### src/rtl/mips_mem_pkg.sv
// Shared types and constants for the load/store stage and its store buffer.
package mips_mem_pkg;

  typedef enum logic [1:0] {
    IDLE = 2'd0,
    REQ  = 2'd1,
    DONE = 2'd2
  } state_e;

  localparam int unsigned WORD_W          = 32;
  localparam int unsigned TIMEOUT_CYC_DEF = 16;
  localparam logic [WORD_W-1:0] ERR_DATA_DEF = 32'hDEADBEEF;

  // Counter only has to reach TIMEOUT_CYC-1 before the abort fires.
  function automatic int unsigned cnt_width(input int unsigned cyc);
    return (cyc > 1) ? $clog2(cyc) : 1;
  endfunction

  localparam int unsigned TO_CNT_W_DEF = cnt_width(TIMEOUT_CYC_DEF);

endpackage

### src/rtl/store_buffer.sv
// One-entry posted store buffer; only built when STORE_BUFFER_EN is defined.
`ifdef STORE_BUFFER_EN
module store_buffer
  import mips_mem_pkg::*;
#(
  parameter int unsigned ADDR_W = 32
) (
  input  logic              clk,
  input  logic              rst,
  input  logic              load_i,
  input  logic              clear_i,
  input  logic [ADDR_W-1:0] addr_i,
  input  logic [WORD_W-1:0] data_i,
  output logic              valid_o,
  output logic [ADDR_W-1:0] addr_o,
  output logic [WORD_W-1:0] data_o
);

  logic              valid_q;
  logic [ADDR_W-1:0] addr_q;
  logic [WORD_W-1:0] data_q;

  always_ff @(posedge clk or posedge rst) begin
    if (rst) begin
      valid_q <= 1'b0;
      addr_q  <= '0;
      data_q  <= '0;
    end else if (clear_i) begin
      valid_q <= 1'b0;
    end else if (load_i) begin
      valid_q <= 1'b1;
      addr_q  <= addr_i;
      data_q  <= data_i;
    end
  end

  assign valid_o = valid_q;
  assign addr_o  = addr_q;
  assign data_o  = data_q;

endmodule
`endif

### src/rtl/data_mem_ctrl.sv
// Load/store stage driving a req/ack memory bus and stalling the core until done.
// Optional STORE_BUFFER_EN adds a one-entry posted store buffer.
module data_mem_ctrl
  import mips_mem_pkg::*;
#(
  parameter int unsigned       ADDR_W      = 32,
  parameter int unsigned       TIMEOUT_CYC = TIMEOUT_CYC_DEF,
  parameter logic [WORD_W-1:0] ERR_DATA    = ERR_DATA_DEF
) (
  input  logic              CLK,
  input  logic              reset,
  input  logic              MemRead,
  input  logic              MemWrite,
  input  logic [31:0]       Addr,
  input  logic [WORD_W-1:0] WriteData,
  output logic [WORD_W-1:0] ReadData,
  output logic              Stall,
  output logic              Misaligned,
  output logic              BusErr,
  output logic              bus_req,
  output logic              bus_we,
  output logic [ADDR_W-1:0] bus_addr,
  output logic [WORD_W-1:0] bus_wdata,
  input  logic              bus_ack,
  input  logic [WORD_W-1:0] bus_rdata
);

  localparam int unsigned CNT_W = cnt_width(TIMEOUT_CYC);
  localparam logic [CNT_W-1:0] CNT_LAST = CNT_W'(TIMEOUT_CYC - 1);

  state_e            state_q, state_d;
  logic [CNT_W-1:0]  cnt_q, cnt_d;
  logic [WORD_W-1:0] rdata_q, rdata_d;
  logic              req_q, req_d;
  logic              we_q, we_d;
  logic              err_q, err_d;
  logic [ADDR_W-1:0] addr_q, addr_d;
  logic [WORD_W-1:0] wdata_q, wdata_d;
  logic              stall_c;
  logic              access_c;
  logic              aligned_c;
  logic              posted_c;
  logic [ADDR_W-1:0] word_addr_c;

  assign access_c    = MemRead | MemWrite;
  assign aligned_c   = (Addr[1:0] == 2'b00);
  assign word_addr_c = {Addr[ADDR_W-1:2], 2'b00};

`ifdef STORE_BUFFER_EN
  logic              sb_load, sb_clear, sb_valid;
  logic [ADDR_W-1:0] sb_addr;
  logic [WORD_W-1:0] sb_data;

  store_buffer #(.ADDR_W(ADDR_W)) u_store_buffer (
    .clk     (CLK),
    .rst     (reset),
    .load_i  (sb_load),
    .clear_i (sb_clear),
    .addr_i  (word_addr_c),
    .data_i  (WriteData),
    .valid_o (sb_valid),
    .addr_o  (sb_addr),
    .data_o  (sb_data)
  );

  assign posted_c  = sb_valid;
  assign bus_we    = we_q | sb_valid;
  assign bus_addr  = sb_valid ? sb_addr : addr_q;
  assign bus_wdata = sb_valid ? sb_data : wdata_q;
`else
  assign posted_c  = 1'b0;
  assign bus_we    = we_q;
  assign bus_addr  = addr_q;
  assign bus_wdata = wdata_q;
`endif

  always_ff @(posedge CLK or posedge reset) begin
    if (reset) begin
      state_q <= IDLE;
      cnt_q   <= '0;
      rdata_q <= '0;
      req_q   <= 1'b0;
      we_q    <= 1'b0;
      err_q   <= 1'b0;
      addr_q  <= '0;
      wdata_q <= '0;
    end else begin
      state_q <= state_d;
      cnt_q   <= cnt_d;
      rdata_q <= rdata_d;
      req_q   <= req_d;
      we_q    <= we_d;
      err_q   <= err_d;
      addr_q  <= addr_d;
      wdata_q <= wdata_d;
    end
  end

  always_comb begin
    state_d = state_q;
    cnt_d   = cnt_q;
    rdata_d = rdata_q;
    req_d   = req_q;
    we_d    = we_q;
    err_d   = 1'b0;
    addr_d  = addr_q;
    wdata_d = wdata_q;
    stall_c = 1'b0;
`ifdef STORE_BUFFER_EN
    sb_load  = 1'b0;
    sb_clear = 1'b0;
`endif
    unique case (state_q)
      IDLE: begin
        if (access_c && aligned_c) begin
          state_d = REQ;
          req_d   = 1'b1;
          cnt_d   = '0;
`ifdef STORE_BUFFER_EN
          if (!MemRead) begin
            sb_load = 1'b1;
          end else begin
            we_d    = 1'b0;
            addr_d  = word_addr_c;
            stall_c = 1'b1;
          end
`else
          we_d    = !MemRead;
          addr_d  = word_addr_c;
          wdata_d = WriteData;
          stall_c = 1'b1;
`endif
        end
      end
      REQ: begin
        // A background drain only holds the core if it tries another access.
        stall_c = posted_c ? access_c : 1'b1;
        cnt_d   = cnt_q + CNT_W'(1);
        if (bus_ack || (cnt_q == CNT_LAST)) begin
          req_d   = 1'b0;
          cnt_d   = '0;
          err_d   = !bus_ack;
          state_d = posted_c ? IDLE : DONE;
          if (!we_q && !posted_c) begin
            rdata_d = bus_ack ? bus_rdata : ERR_DATA;
          end
`ifdef STORE_BUFFER_EN
          sb_clear = 1'b1;
`endif
        end
      end
      DONE:    state_d = IDLE;
      default: state_d = IDLE;
    endcase
  end

  assign Stall      = stall_c & ~reset;
  assign Misaligned = access_c & ~aligned_c;
  assign BusErr     = err_q;
  assign bus_req    = req_q;
  assign ReadData   = rdata_q;

endmodule

### config.mk
export PLATFORM = sky130hd
export DESIGN_NAME = data_mem_ctrl
export DESIGN_NICKNAME = d
export VERILOG_FILES = /design/src/rtl/mips_mem_pkg.sv /design/src/rtl/store_buffer.sv /design/src/rtl/data_mem_ctrl.sv
export SDC_FILE = /design/constraint.sdc
export NUM_CORES = 1
export LEC_CHECK = 0
export ABC_CLOCK_PERIOD_IN_PS = 5800
export CELL_PAD_IN_SITES_DETAIL_PLACEMENT = 1
export CELL_PAD_IN_SITES_GLOBAL_PLACEMENT = 1
export CORE_ASPECT_RATIO = 1.1
export CORE_MARGIN = 4
export CORE_UTILIZATION = 33
export DETAILED_ROUTE_END_ITERATION = 10
export PLACE_DENSITY = 0.92
export SLEW_MARGIN = 40
export SYNTH_ARGS = -nofsm -noshare
export SYNTH_HDL_FRONTEND = slang
export SYNTH_SLANG_ARGS = --single-unit
### constraint.sdc
create_clock -name CLK -period 5.8 [get_ports CLK]
set_input_delay 1.16 -clock CLK [delete_from_list [all_inputs] [get_ports CLK]]
set_output_delay 1.16 -clock CLK [all_outputs]
set_load 0.1 [all_outputs]
=== Word-level counts from Yosys, hierarchy flattened ===
Index checks and enable logic that the tools add are counted.

* Register bits after elaboration: 103
* Word-level logic and storage cells: 45

* Add/sub/neg operators: 1
* Eq/ne operators: 4
* Muxes and demuxes: 14
* Bitwise gates (word level): 6
* Reduce and logical (&&, ||, !) cells: 12

{| class="wikitable"
|+ Operator list
! cell !! count
|-
| 32-bit two-way mux || 1
|-
| 4-bit two-way mux || 2
|-
| 4-bit case mux with 2 select lines || 1
|-
| 2-bit AND reduction || 3
|-
| 3-bit AND reduction || 2
|-
| 1-bit two-way mux || 5
|-
| 4-bit by 1-bit adder with 4-bit output (second input constant) || 1
|-
| 4-bit == test (second input constant) || 1
|-
| 2-bit logical NOT || 2
|-
| 2-bit two-way mux || 2
|-
| 2-bit inequality test (second input constant) || 2
|-
| 1-bit case mux with 2 select lines || 2
|-
| 2-bit case mux with 2 select lines || 1
|-
| 1-bit NOT || 3
|-
| 1-bit bitwise AND || 2
|-
| 2-bit by 1-bit == test with 1-bit output (second input constant) || 1
|-
| 1-bit logical NOT || 2
|-
| 2-bit nonzero test || 1
|-
| 1-bit logical AND || 1
|-
| 1-bit logical OR || 1
|-
| 1-bit OR || 1
|}

=== Depth between registers and ports, before layout ===
Gate-level depths: netlist of the first run.

* Word-level depth: 5
* Gate-level depth with buffers: 6

=== Worst setup path after synthesis of the first run ===
Ideal clock, no wire load.

* Path type: input to output
* From: input port Addr[1]
* To: output port Stall
* Arrival: 4.535 ns
* Required time: 4.640 ns
* Slack: 0.105 ns
* Stages on the path: 6
* Buffers on the path: 3
* Cell sequence: or4_4 > or2_1 > buf_6 > buf_6 > buf_6 > a211oi_1

* Word-level cells in the longest chain between the ends: 5

{| class="wikitable"
|+ Ends and longest elaborated chain
! item !! RTL line !! text
|-
| start, declared || data_mem_ctrl.sv:14 || <nowiki>input logic [31:0] Addr,</nowiki>
|-
| 2-bit logical NOT || data_mem_ctrl.sv:46 || <nowiki>assign aligned_c = (Addr[1:0] == 2'b00);</nowiki>
|-
| 1-bit logical AND || data_mem_ctrl.sv:115 || <nowiki>if (access_c && aligned_c) begin</nowiki>
|-
| 1-bit two-way mux || data_mem_ctrl.sv:115 ||
|-
| 1-bit case mux with 2 select lines || data_mem_ctrl.sv:113 || <nowiki>unique case (state_q)</nowiki>
|-
| 1-bit bitwise AND || data_mem_ctrl.sv:157 || <nowiki>assign Stall = stall_c & ~reset;</nowiki>
|-
| end, declared || data_mem_ctrl.sv:17 || <nowiki>output logic Stall,</nowiki>
|}

Every way passes these cells.

=== Worst setup path after layout of the first run ===
Ends and elaborated chain as after synthesis.

==> results of run 1 <==
==> area by class of cell <==
class                      count  share of cell area
tap                          150              0.0319
multi-input combinational    130               0.215
timing repair buffer         202               0.261
inverter                       2             0.00170
clock buffer                  12              0.0436
sequential                   103               0.438
clock inverter                 4             0.00893
==> metrics by stage <==
| stage | utilization | setup WS [ns] |
|---|---|---|
| 2_1_floorplan | - | 0.105 |
| 3_3_place_gp | 0.521 | 1.29 |
| 3_5_place_dp | 0.481 | 1.42 |
| 4_1_cts | 0.507 | 1.42 |
| 5_1_grt | 0.507 | 1.33 |
| 6_report | 0.507 | 1.45 |
==> worst max-delay path, stage by stage <==
cell	delay [ns]
clkdlybuf4s50_1	0.43
or4_4	0.51
or2_4	0.44
a211oi_1	0.31
buf_4	0.34
==> worst paths after layout <==
path	slack, ns	end	from
min reg2reg	0.49	ReadData[27]	ReadData[27]
max in group asynchronous	3.39	bus_addr[15]	reset
max reg2reg	3.70	bus_wdata[15]	state_q[0]
min	0.49	ReadData[27]	ReadData[27]
max	1.45	Stall	Addr[1]
min in group asynchronous	1.31	ReadData[8]	reset
==> layer usage <==
layer | share of wire | up-vias | GRT usage
met2 | 0.54 | 107 | 0.291
met4 | 0.021 | 0 | 0.0601
li1 | - | 1306 | -
met3 | 0.056 | 12 | 0.0296
met5 | 0 | - | 0
met1 | 0.38 | 1458 | 0.181
==> cells in the final DEF (no fill, tap or decap), types with 2 or more instances in the layout <==
cell	instances
dfrtp_1	103
clkdlybuf4s50_1	100
buf_2	98
mux2_2	48
o22a_1	24
mux2_4	14
clkbuf_16	9
a22o_1	8
nor2_1	4
o21ai_0	4
nand3_1	3
nand2_1	3
buf_4	3
o211ai_1	2
conb_1	2
clkbuf_8	2
==> cells by family after synthesis <==
| group | Yosys count |
|---|---|
| buf+inv | 19 |
| compound gates | 42 |
| mux | 62 |
| fa+ha+maj | 1 |
| xor+xnor | 1 |
| simple gates | 22 |
| other cells | 1 |
| flops | 103 |
==> registers in the layout, summed over array words and instances, names as in the netlist <==
name,flops
BusErr,1
ReadData,32
bus_addr,30
bus_req,1
bus_wdata,32
bus_we,1
cnt_q,4
state_q,2
==> summary.md, run 1 <==
| Metric | Value |
|---|---|
| Setup Skew | `0.00913 ns` |
| Core area | `about 12,000 um2` |
| CP Data Arrival Time | `between 3 and 4 ns` |
| Synth Area in Adders | `0.00317` |
| Final Setup Violations | `0` |
| Synth cell count leaders | `dfrtp_1, mux2_2, o22a_1, mux2_4, a22o_1` |
| Vias in the first global route | `between 3,000 and 4,000` |
| CTS tree | `yes` |
| Ys async rst share | `1.00` |
| Syn Area/Cell | `15.7 um2` |
| Dominant cell by count in the synthesized netlist | `dfrtp_1` |
| FP Rows | `about 40` |
| Status | `complete, no violations` |
| Starting Density | `0.340` |
| Reg2reg path depth | `4` |
| Post-synth EDFFs | `0` |
| Full die area | `roughly 14,000 um2` |
| Post-DP Area | `between 5000 and 6000 um2` |
| Minimum clock period | `approximately 4.3 ns` |
| Clock slew at reported path FFs | `approximately 0.070 ns` |
| Hold Fails Final Rpt | `0` |
| Max_slew headroom | `0.571` |
| Post-Synth Simple-Gate Area | `0.0317` |
| Slew @ Worst Pin | `between 0.6 and 0.7 ns` |
| Die width | `112 um` |
| Finished Layout Cells | `between 600 and 700` |
| Post-DRT Antenna Nets | `0` |
| Die Y-Extent | `123 um` |
| CTS resizes | `0` |
| Area grow syn2layout | `49.2%` |
| Cells after Synth | `251` |
| Synth area leaders | `dfrtp_1, mux2_2, mux2_4, o22a_1, a22o_1` |
| Main combinational cell family by area after synthesis | `multiplexers` |
| Crit path kind | `input pin to output port` |
| Worst hold path depth | `1` |
| Seq/Total Area, Yosys | `0.654` |
| Slew Limit Fails | `0` |
| Post-route DRC | `0` |
| Hold buffer count at CTS | `0` |
| XOR/XNOR Fraction of Synth Area | `0.00222` |
| CP endpoint kind | `output port` |
| FILL cells | `1,222` |
| Routed vias | `2,883` |
| Multi-input logic area | `roughly 1300 um2` |
| Yosys cell types | `33` |
| Share of the synthesized area in the top cell type | `0.654` |
| Drt pass-1 iters | `4` |
| Post-synthesis compound-gate area fraction | `0.0882` |
| Port buffer count | `just under 200` |
| Total negative slack | `0 ns` |
| Worst Path Required | `between 4 and 5 ns` |
| Clk Latency, worst-skew pair | `0.34 ns` |
| Clk root buf | `clkbuf_16` |
| Clock Sinks | `roughly 100` |
| Layout cells sized above 1 | `0.411` |
| Post-Syn Area | `about 3900 um2` |
| H-Tree Depth | `3` |
| Gp weighted congestion | `about 0.85` |
| Avg WL per Cell | `18.0 um` |
| Critical path peak fanout | `32` |
| Hold WS | `0.487 ns` |
| Vias per Instance | `4.78` |
| Max_cap viols | `0` |
| Unrepaired setup endpoints after global routing | `false` |
| First-pass GRT wire length | `about 17 mm` |
| Prevailing post-synth register cell | `dfrtp_1` |
| Final WL | `approximately 11 mm` |
| Initial drt markers | `99` |
| Overflow after GRT | `0` |
| Max Freq | `roughly 0.23 GHz` |
| Gr usage total | `0.158` |
| YS warnings | `0` |
| Post-synthesis mux area share | `0.190` |
| Register area | `2580 um2` |
| Initial antenna violation count | `0` |
| Synth area leader | `dfrtp_1` |
| Fin area | `5880 um2` |
| Post-CTS setup buffers | `0` |
| Flops & latches, synth | `just over 100` |
| Ant diodes | `0` |
| Post-placement cell count | `roughly 600` |
| CP Launch Type | `input pin` |
| Pin count of the biggest net entering global routing | `between 50 and 60` |
| Clock buffer depth | `2` |
| Crit share post-route | `0.750` |
| Inserted Clock Buffers | `9` |
| Hold crit path type | `flop to flop` |
| Final-stage net count | `between 500 and 600` |
| Detailed Place HPWL | `8.48 mm` |
| Ports | `202` |
Power of run 1 is not shown: default switching activity piles up to over one toggle a cycle in this logic, so the estimate is an artifact.
==> inputs of run 2 (changes only) <==
--- a/config.mk
+++ b/config.mk
@@ -5,14 +5,14 @@
 export SDC_FILE = /design/constraint.sdc
 export NUM_CORES = 1
 export LEC_CHECK = 0
-export ABC_CLOCK_PERIOD_IN_PS = 5800
+export ABC_CLOCK_PERIOD_IN_PS = 3990
 export CELL_PAD_IN_SITES_DETAIL_PLACEMENT = 1
 export CELL_PAD_IN_SITES_GLOBAL_PLACEMENT = 1
 export CORE_ASPECT_RATIO = 1.1
 export CORE_MARGIN = 4
-export CORE_UTILIZATION = 33
+export CORE_UTILIZATION = 28
 export DETAILED_ROUTE_END_ITERATION = 10
-export PLACE_DENSITY = 0.92
+export PLACE_DENSITY = 0.84
 export SLEW_MARGIN = 40
 export SYNTH_ARGS = -nofsm -noshare
 export SYNTH_HDL_FRONTEND = slang
==> constraint.sdc (replaced) <==
create_clock -name CLK -period 3.99 [get_ports CLK]
set_input_delay 0.798 -clock CLK [delete_from_list [all_inputs] [get_ports CLK]]
set_output_delay 0.798 -clock CLK [all_outputs]
set_load 0.1 [all_outputs]
==> summary.md, run 2 (synthesis gave the netlist of run 1 again) <==
| Metric | Value |
|---|---|
| Status | `complete, no violations` |
| Unrepaired setup endpoints after global routing | `false` |
| Avg WL per Cell | `17.4 um (-3.1%)` |
| FP Rows | `45 (+9.8%)` |
| Clk Latency, worst-skew pair | `0.34 ns (about the same)` |
| CTS tree | `yes` |
| FILL cells | `1,490 (+22%)` |
| Detailed Place HPWL | `8.46 mm (-0.17%)` |
| Post-DP Area | `5650 um2 (+1.4%)` |
| Hold Fails Final Rpt | `0 (unchanged)` |
| Clock buffer depth | `2 (unchanged)` |
| Pre-CTS setup slack | `0.662 ns (-0.760 ns)` |
| Die Y-Extent | `132 um (+8.0%)` |
| Port buffer count | `199 (unchanged)` |
| Worst Path Required | `3.19 ns (-1.45 ns)` |
| Final-stage net count | `550 (unchanged)` |
| Slew @ Worst Pin | `0.685 ns (+0.0413 ns)` |
| Core area | `13,800 um2 (+19%)` |
| Inserted Clock Buffers | `9 (unchanged)` |
| Vias in the first global route | `3,240 (+1.1%)` |
| Commonest non-fill, non-tap cell in the layout | `dfrtp_1` |
| Clk root buf | `clkbuf_16` |
| Initial drt markers | `100 (+1.0%)` |
| Max_cap viols | `0 (unchanged)` |
| Post-route DRC | `0 (unchanged)` |
| Post-CTS setup buffers | `0 (unchanged)` |
| Hold crit path type | `flop to flop` |
| CP Launch Type | `input pin` |
| Max Freq | `0.302 GHz` |
| Full die area | `16,000 um2 (+17%)` |
| Final Setup Violations | `0 (unchanged)` |
| Minimum clock period | `about 3.3 ns` |
| Max_slew headroom | `0.543 (-0.0275)` |
| Setup Skew | `0.0106 ns (+0.00149 ns)` |
| Pin count of the biggest net entering global routing | `68 (+26%)` |
| Gp weighted congestion | `0.781 (-7.8%)` |
| First-pass GRT wire length | `17.6 mm (+1.5%)` |
| Setup WS post-layout | `0.674 ns (-0.777 ns)` |
| Slew Limit Fails | `0 (unchanged)` |
| Area grow syn2layout | `50.4%` |
| CTS resizes | `0 (unchanged)` |
| Gr usage total | `0.138 (-0.0192)` |
| Initial antenna violation count | `0 (unchanged)` |
| Critical path peak fanout | `4 (-88%)` |
| Overflow after GRT | `0 (unchanged)` |
| Crit path kind | `input pin to output port` |
| Ports | `202 (unchanged)` |
| Worst R2R Start | `state_q[1]` |
| CP endpoint kind | `output port` |
| Hold wc startpoint | `ReadData[7]` |
| Crit share post-route | `0.831` |
| Reg-to-reg slack, setup | `1.89 ns (-1.81 ns)` |
| Clock Sinks | `103 (unchanged)` |
| Die width | `121 um (+8.0%)` |
| Crit. Startpoint | `Addr[1]` |
| Starting Density | `0.286 (-0.0543)` |
| CP Data Arrival Time | `2.52 ns (-0.67 ns)` |
| Layout cells sized above 1 | `0.415 (+0.00442)` |
| Clock slew at reported path FFs | `0.07 ns (about the same)` |
| Vias per Instance | `4.53 (-5.2%)` |
| Most frequent cells in the layout | `dfrtp_1, clkdlybuf4s50_1, buf_2` |
| Hold buffer count at CTS | `0 (unchanged)` |
| Post-DRT Antenna Nets | `0 (unchanged)` |
| Ant diodes | `0 (unchanged)` |
| H-Tree Depth | `3 (unchanged)` |
| Total negative slack | `0 ns (unchanged)` |
| Fin area | `5930 um2 (+0.85%)` |
| Final WL | `11.2 mm (+3.0%)` |
| Drt pass-1 iters | `4 (unchanged)` |
| Routed vias | `2,904 (+0.73%)` |
==> run 2: worst paths after layout <==
kind / to / depth (start not counted)
max: Stall / 5
min: ReadData[7] / 1
max reg2reg: bus_wdata[18] / 4
min reg2reg: ReadData[7] / 1
max in group asynchronous: ReadData[8] / 3
min in group asynchronous: bus_addr[18] / 2
==> run 2: per-stage QoR <==
step                instances   util  hold slack, ns
finish                    641  0.430           0.487
global placement          625  0.444           0.472
global route              641  0.430           0.506
CTS                       641  0.430           0.490
floorplan                 252      -           0.486
detailed placement        625  0.410           0.474
==> run 2: per-layer routing <==
| layer | vias up | part of all wire | track usage |
|---|---|---|---|
| li1 | 1308 | - | - |
| met1 | 1474 | 0.39 | 0.156 |
| met3 | 12 | 0.075 | 0.0410 |
| met5 | - | 0 | 0 |
| met4 | 0 | 0.015 | 0.0542 |
| met2 | 110 | 0.52 | 0.244 |
==> run 2: critical path: stages <==
cell and delay (ns):
clkdlybuf4s50_1 0.43, or4_4 0.52, or2_4 0.27, a211oi_4 0.29, buf_12 0.21
==> run 2: area by class of cell <==
cell class / instances / area (um2) / share of cell area
Clock buffer: 9 / 225 / 0.0380
Sequential cell: 103 / 2580 / 0.434
Clock inverter: 7 / 55.1 / 0.00928
Inverter: 2 / 10.0 / 0.00169
Timing Repair Buffer: 202 / 1550 / 0.262
Multi-Input combinational cell: 130 / 1280 / 0.215
Tap cell: 188 / 235 / 0.0396
Power of run 2 is left out for the same reason.
==> inputs of run 3 (changes only) <==
--- a/config.mk
+++ b/config.mk
@@ -5,14 +5,14 @@
 export SDC_FILE = /design/constraint.sdc
 export NUM_CORES = 1
 export LEC_CHECK = 0
-export ABC_CLOCK_PERIOD_IN_PS = 3990
+export ABC_CLOCK_PERIOD_IN_PS = 3100
 export CELL_PAD_IN_SITES_DETAIL_PLACEMENT = 1
 export CELL_PAD_IN_SITES_GLOBAL_PLACEMENT = 1
 export CORE_ASPECT_RATIO = 1.1
 export CORE_MARGIN = 4
-export CORE_UTILIZATION = 28
+export CORE_UTILIZATION = 31
 export DETAILED_ROUTE_END_ITERATION = 10
-export PLACE_DENSITY = 0.84
+export PLACE_DENSITY = 0.87
 export SLEW_MARGIN = 40
 export SYNTH_ARGS = -nofsm -noshare
 export SYNTH_HDL_FRONTEND = slang
==> constraint.sdc (replaced) <==
create_clock -name CLK -period 3.1 [get_ports CLK]
set_input_delay 0.62 -clock CLK [delete_from_list [all_inputs] [get_ports CLK]]
set_output_delay 0.62 -clock CLK [all_outputs]
set_load 0.1 [all_outputs]
==> summary.md, run 3 (synthesis gave the netlist of run 1 again) <==
| Metric | Value |
|---|---|
| Core area | `12,200 um2 (-11%)` |
| Overflow after GRT | `0 (unchanged)` |
| First-pass GRT wire length | `18.0 mm (+1.9%)` |
| Final-stage net count | `551 (+0.18%)` |
| Max Freq | `around 0.34 GHz` |
| Unrepaired setup endpoints after global routing | `false` |
| Worst R2R Start | `state_q[1]` |
| Post-placement cell count | `592 (-5.3%)` |
| Worst Path Required | `2.48 ns (-0.71 ns)` |
| Max_cap viols | `0 (unchanged)` |
| Clk root buf | `clkbuf_16` |
| Hold crit path type | `flop to flop` |
| Post-DRT Antenna Nets | `0 (unchanged)` |
| Slew @ Worst Pin | `0.674 ns (-0.0107 ns)` |
| Initial drt markers | `87 (-13%)` |
| Layout cells sized above 1 | `0.410 (-0.00532)` |
| Final Setup Violations | `0 (unchanged)` |
| Clk Latency, worst-skew pair | `0.33 ns (about the same)` |
| Crit share post-route | `0.948` |
| Post-route DRC | `0 (unchanged)` |
| Post-CTS setup buffers | `0 (unchanged)` |
| Routed vias | `2,879 (-0.86%)` |
| Ant diodes | `0 (unchanged)` |
| CP endpoint kind | `output port` |
| Max_slew headroom | `0.551 (+0.00713)` |
| Minimum clock period | `between 2 and 3 ns` |
| Drt pass-1 iters | `4 (unchanged)` |
| H-Tree Depth | `3 (unchanged)` |
| Status | `complete, no violations` |
| Avg WL per Cell | `18.6 um (+6.6%)` |
| Finished Layout Cells | `608 (-5.1%)` |
| Clock slew at reported path FFs | `0.07 ns (about the same)` |
| Detailed Place HPWL | `8.57 mm (+1.2%)` |
| Initial antenna violation count | `0 (unchanged)` |
| FP Rows | `42 (-6.7%)` |
| Clock buffer depth | `2 (unchanged)` |
| Ports | `202 (unchanged)` |
| Area grow syn2layout | `56.0%` |
| Hold buffer count at CTS | `0 (unchanged)` |
| Port buffer count | `199 (unchanged)` |
| Inserted Clock Buffers | `9 (unchanged)` |
| Die Y-Extent | `126 um (-4.7%)` |
| Setup Skew | `0.00572 ns (-0.00490 ns)` |
| Critical path peak fanout | `4 (unchanged)` |
| Most frequent cells in the layout | `dfrtp_1, buf_4, clkdlybuf4s50_1` |
| Commonest non-fill, non-tap cell in the layout | `dfrtp_1` |
| Vias in the first global route | `3,385 (+4.5%)` |
| Clock Sinks | `103 (unchanged)` |
| Die width | `116 um (-4.6%)` |
| Crit path kind | `input pin to output port` |
| CP Launch Type | `input pin` |
| CTS resizes | `0 (unchanged)` |
| Hold Fails Final Rpt | `0 (unchanged)` |
| Vias per Instance | `4.74 (+4.5%)` |
| Full die area | `14,600 um2 (-9.1%)` |
| Final WL | `11.3 mm (+1.1%)` |
| Crit. Startpoint | `Addr[1]` |
| Hold wc startpoint | `ReadData[18]` |
| CTS tree | `yes` |
| Slew Limit Fails | `0 (unchanged)` |
| Pin count of the biggest net entering global routing | `68 (unchanged)` |
| Gp weighted congestion | `0.777 (-0.54%)` |
| Starting Density | `0.322 (+0.0362)` |
| CP Data Arrival Time | `2.32 ns (-0.20 ns)` |
| Gr usage total | `0.156 (+0.0179)` |
## run 3: layer usage
metal / track usage / vias to the layer above / wire length [um]
met5: 0 / - / 0
met4: 0.0594 / 0 / 239
met3: 0.0438 / 15 / 874
met2: 0.282 / 112 / 6130
met1: 0.172 / 1452 / 4050
li1: - / 1300 / -
## run 3: final timing paths
check	end	slack, ns	depth (start not counted)
setup / recovery	Stall	0.16	5
hold / removal	ReadData[18]	0.50	1
setup reg to reg	ReadData[15]	1.04	3
hold reg to reg	ReadData[18]	0.50	1
max in group asynchronous	bus_addr[14]	1.67	3
min in group asynchronous	cnt_q[2]	0.96	3
## run 3: area by class of cell
type	count	area [um2]
Fill cell	1276	6090
Clock inverter	3	42.5
Tap cell	154	193
Inverter	2	11.3
Timing Repair Buffer	203	1800
Multi-Input combinational cell	130	1280
Clock buffer	13	250
Sequential cell	103	2580
## run 3: through the flow
step	cell area (um2)	setup TNS [ns]	hold slack, ns	util	worst slack, ns
final	6150	0	0.495	0.502	0.161
after global routing	6150	0	0.517	0.502	0.106
after CTS	6150	0	0.498	0.502	0.155
after detailed placement	5860	0	0.483	0.478	0.156
after global placement	5850	0	0.473	0.478	0.182
after floorplan	3960	-0.129	0.486	-	-0.129
## run 3: worst max-delay path, stage by stage
cell and delay, ns:
clkdlybuf4s50_1 0.43, or4_4 0.51, or2_4 0.27, a211oi_4 0.28, buf_12 0.21
Power of run 3 is left out for the same reason.
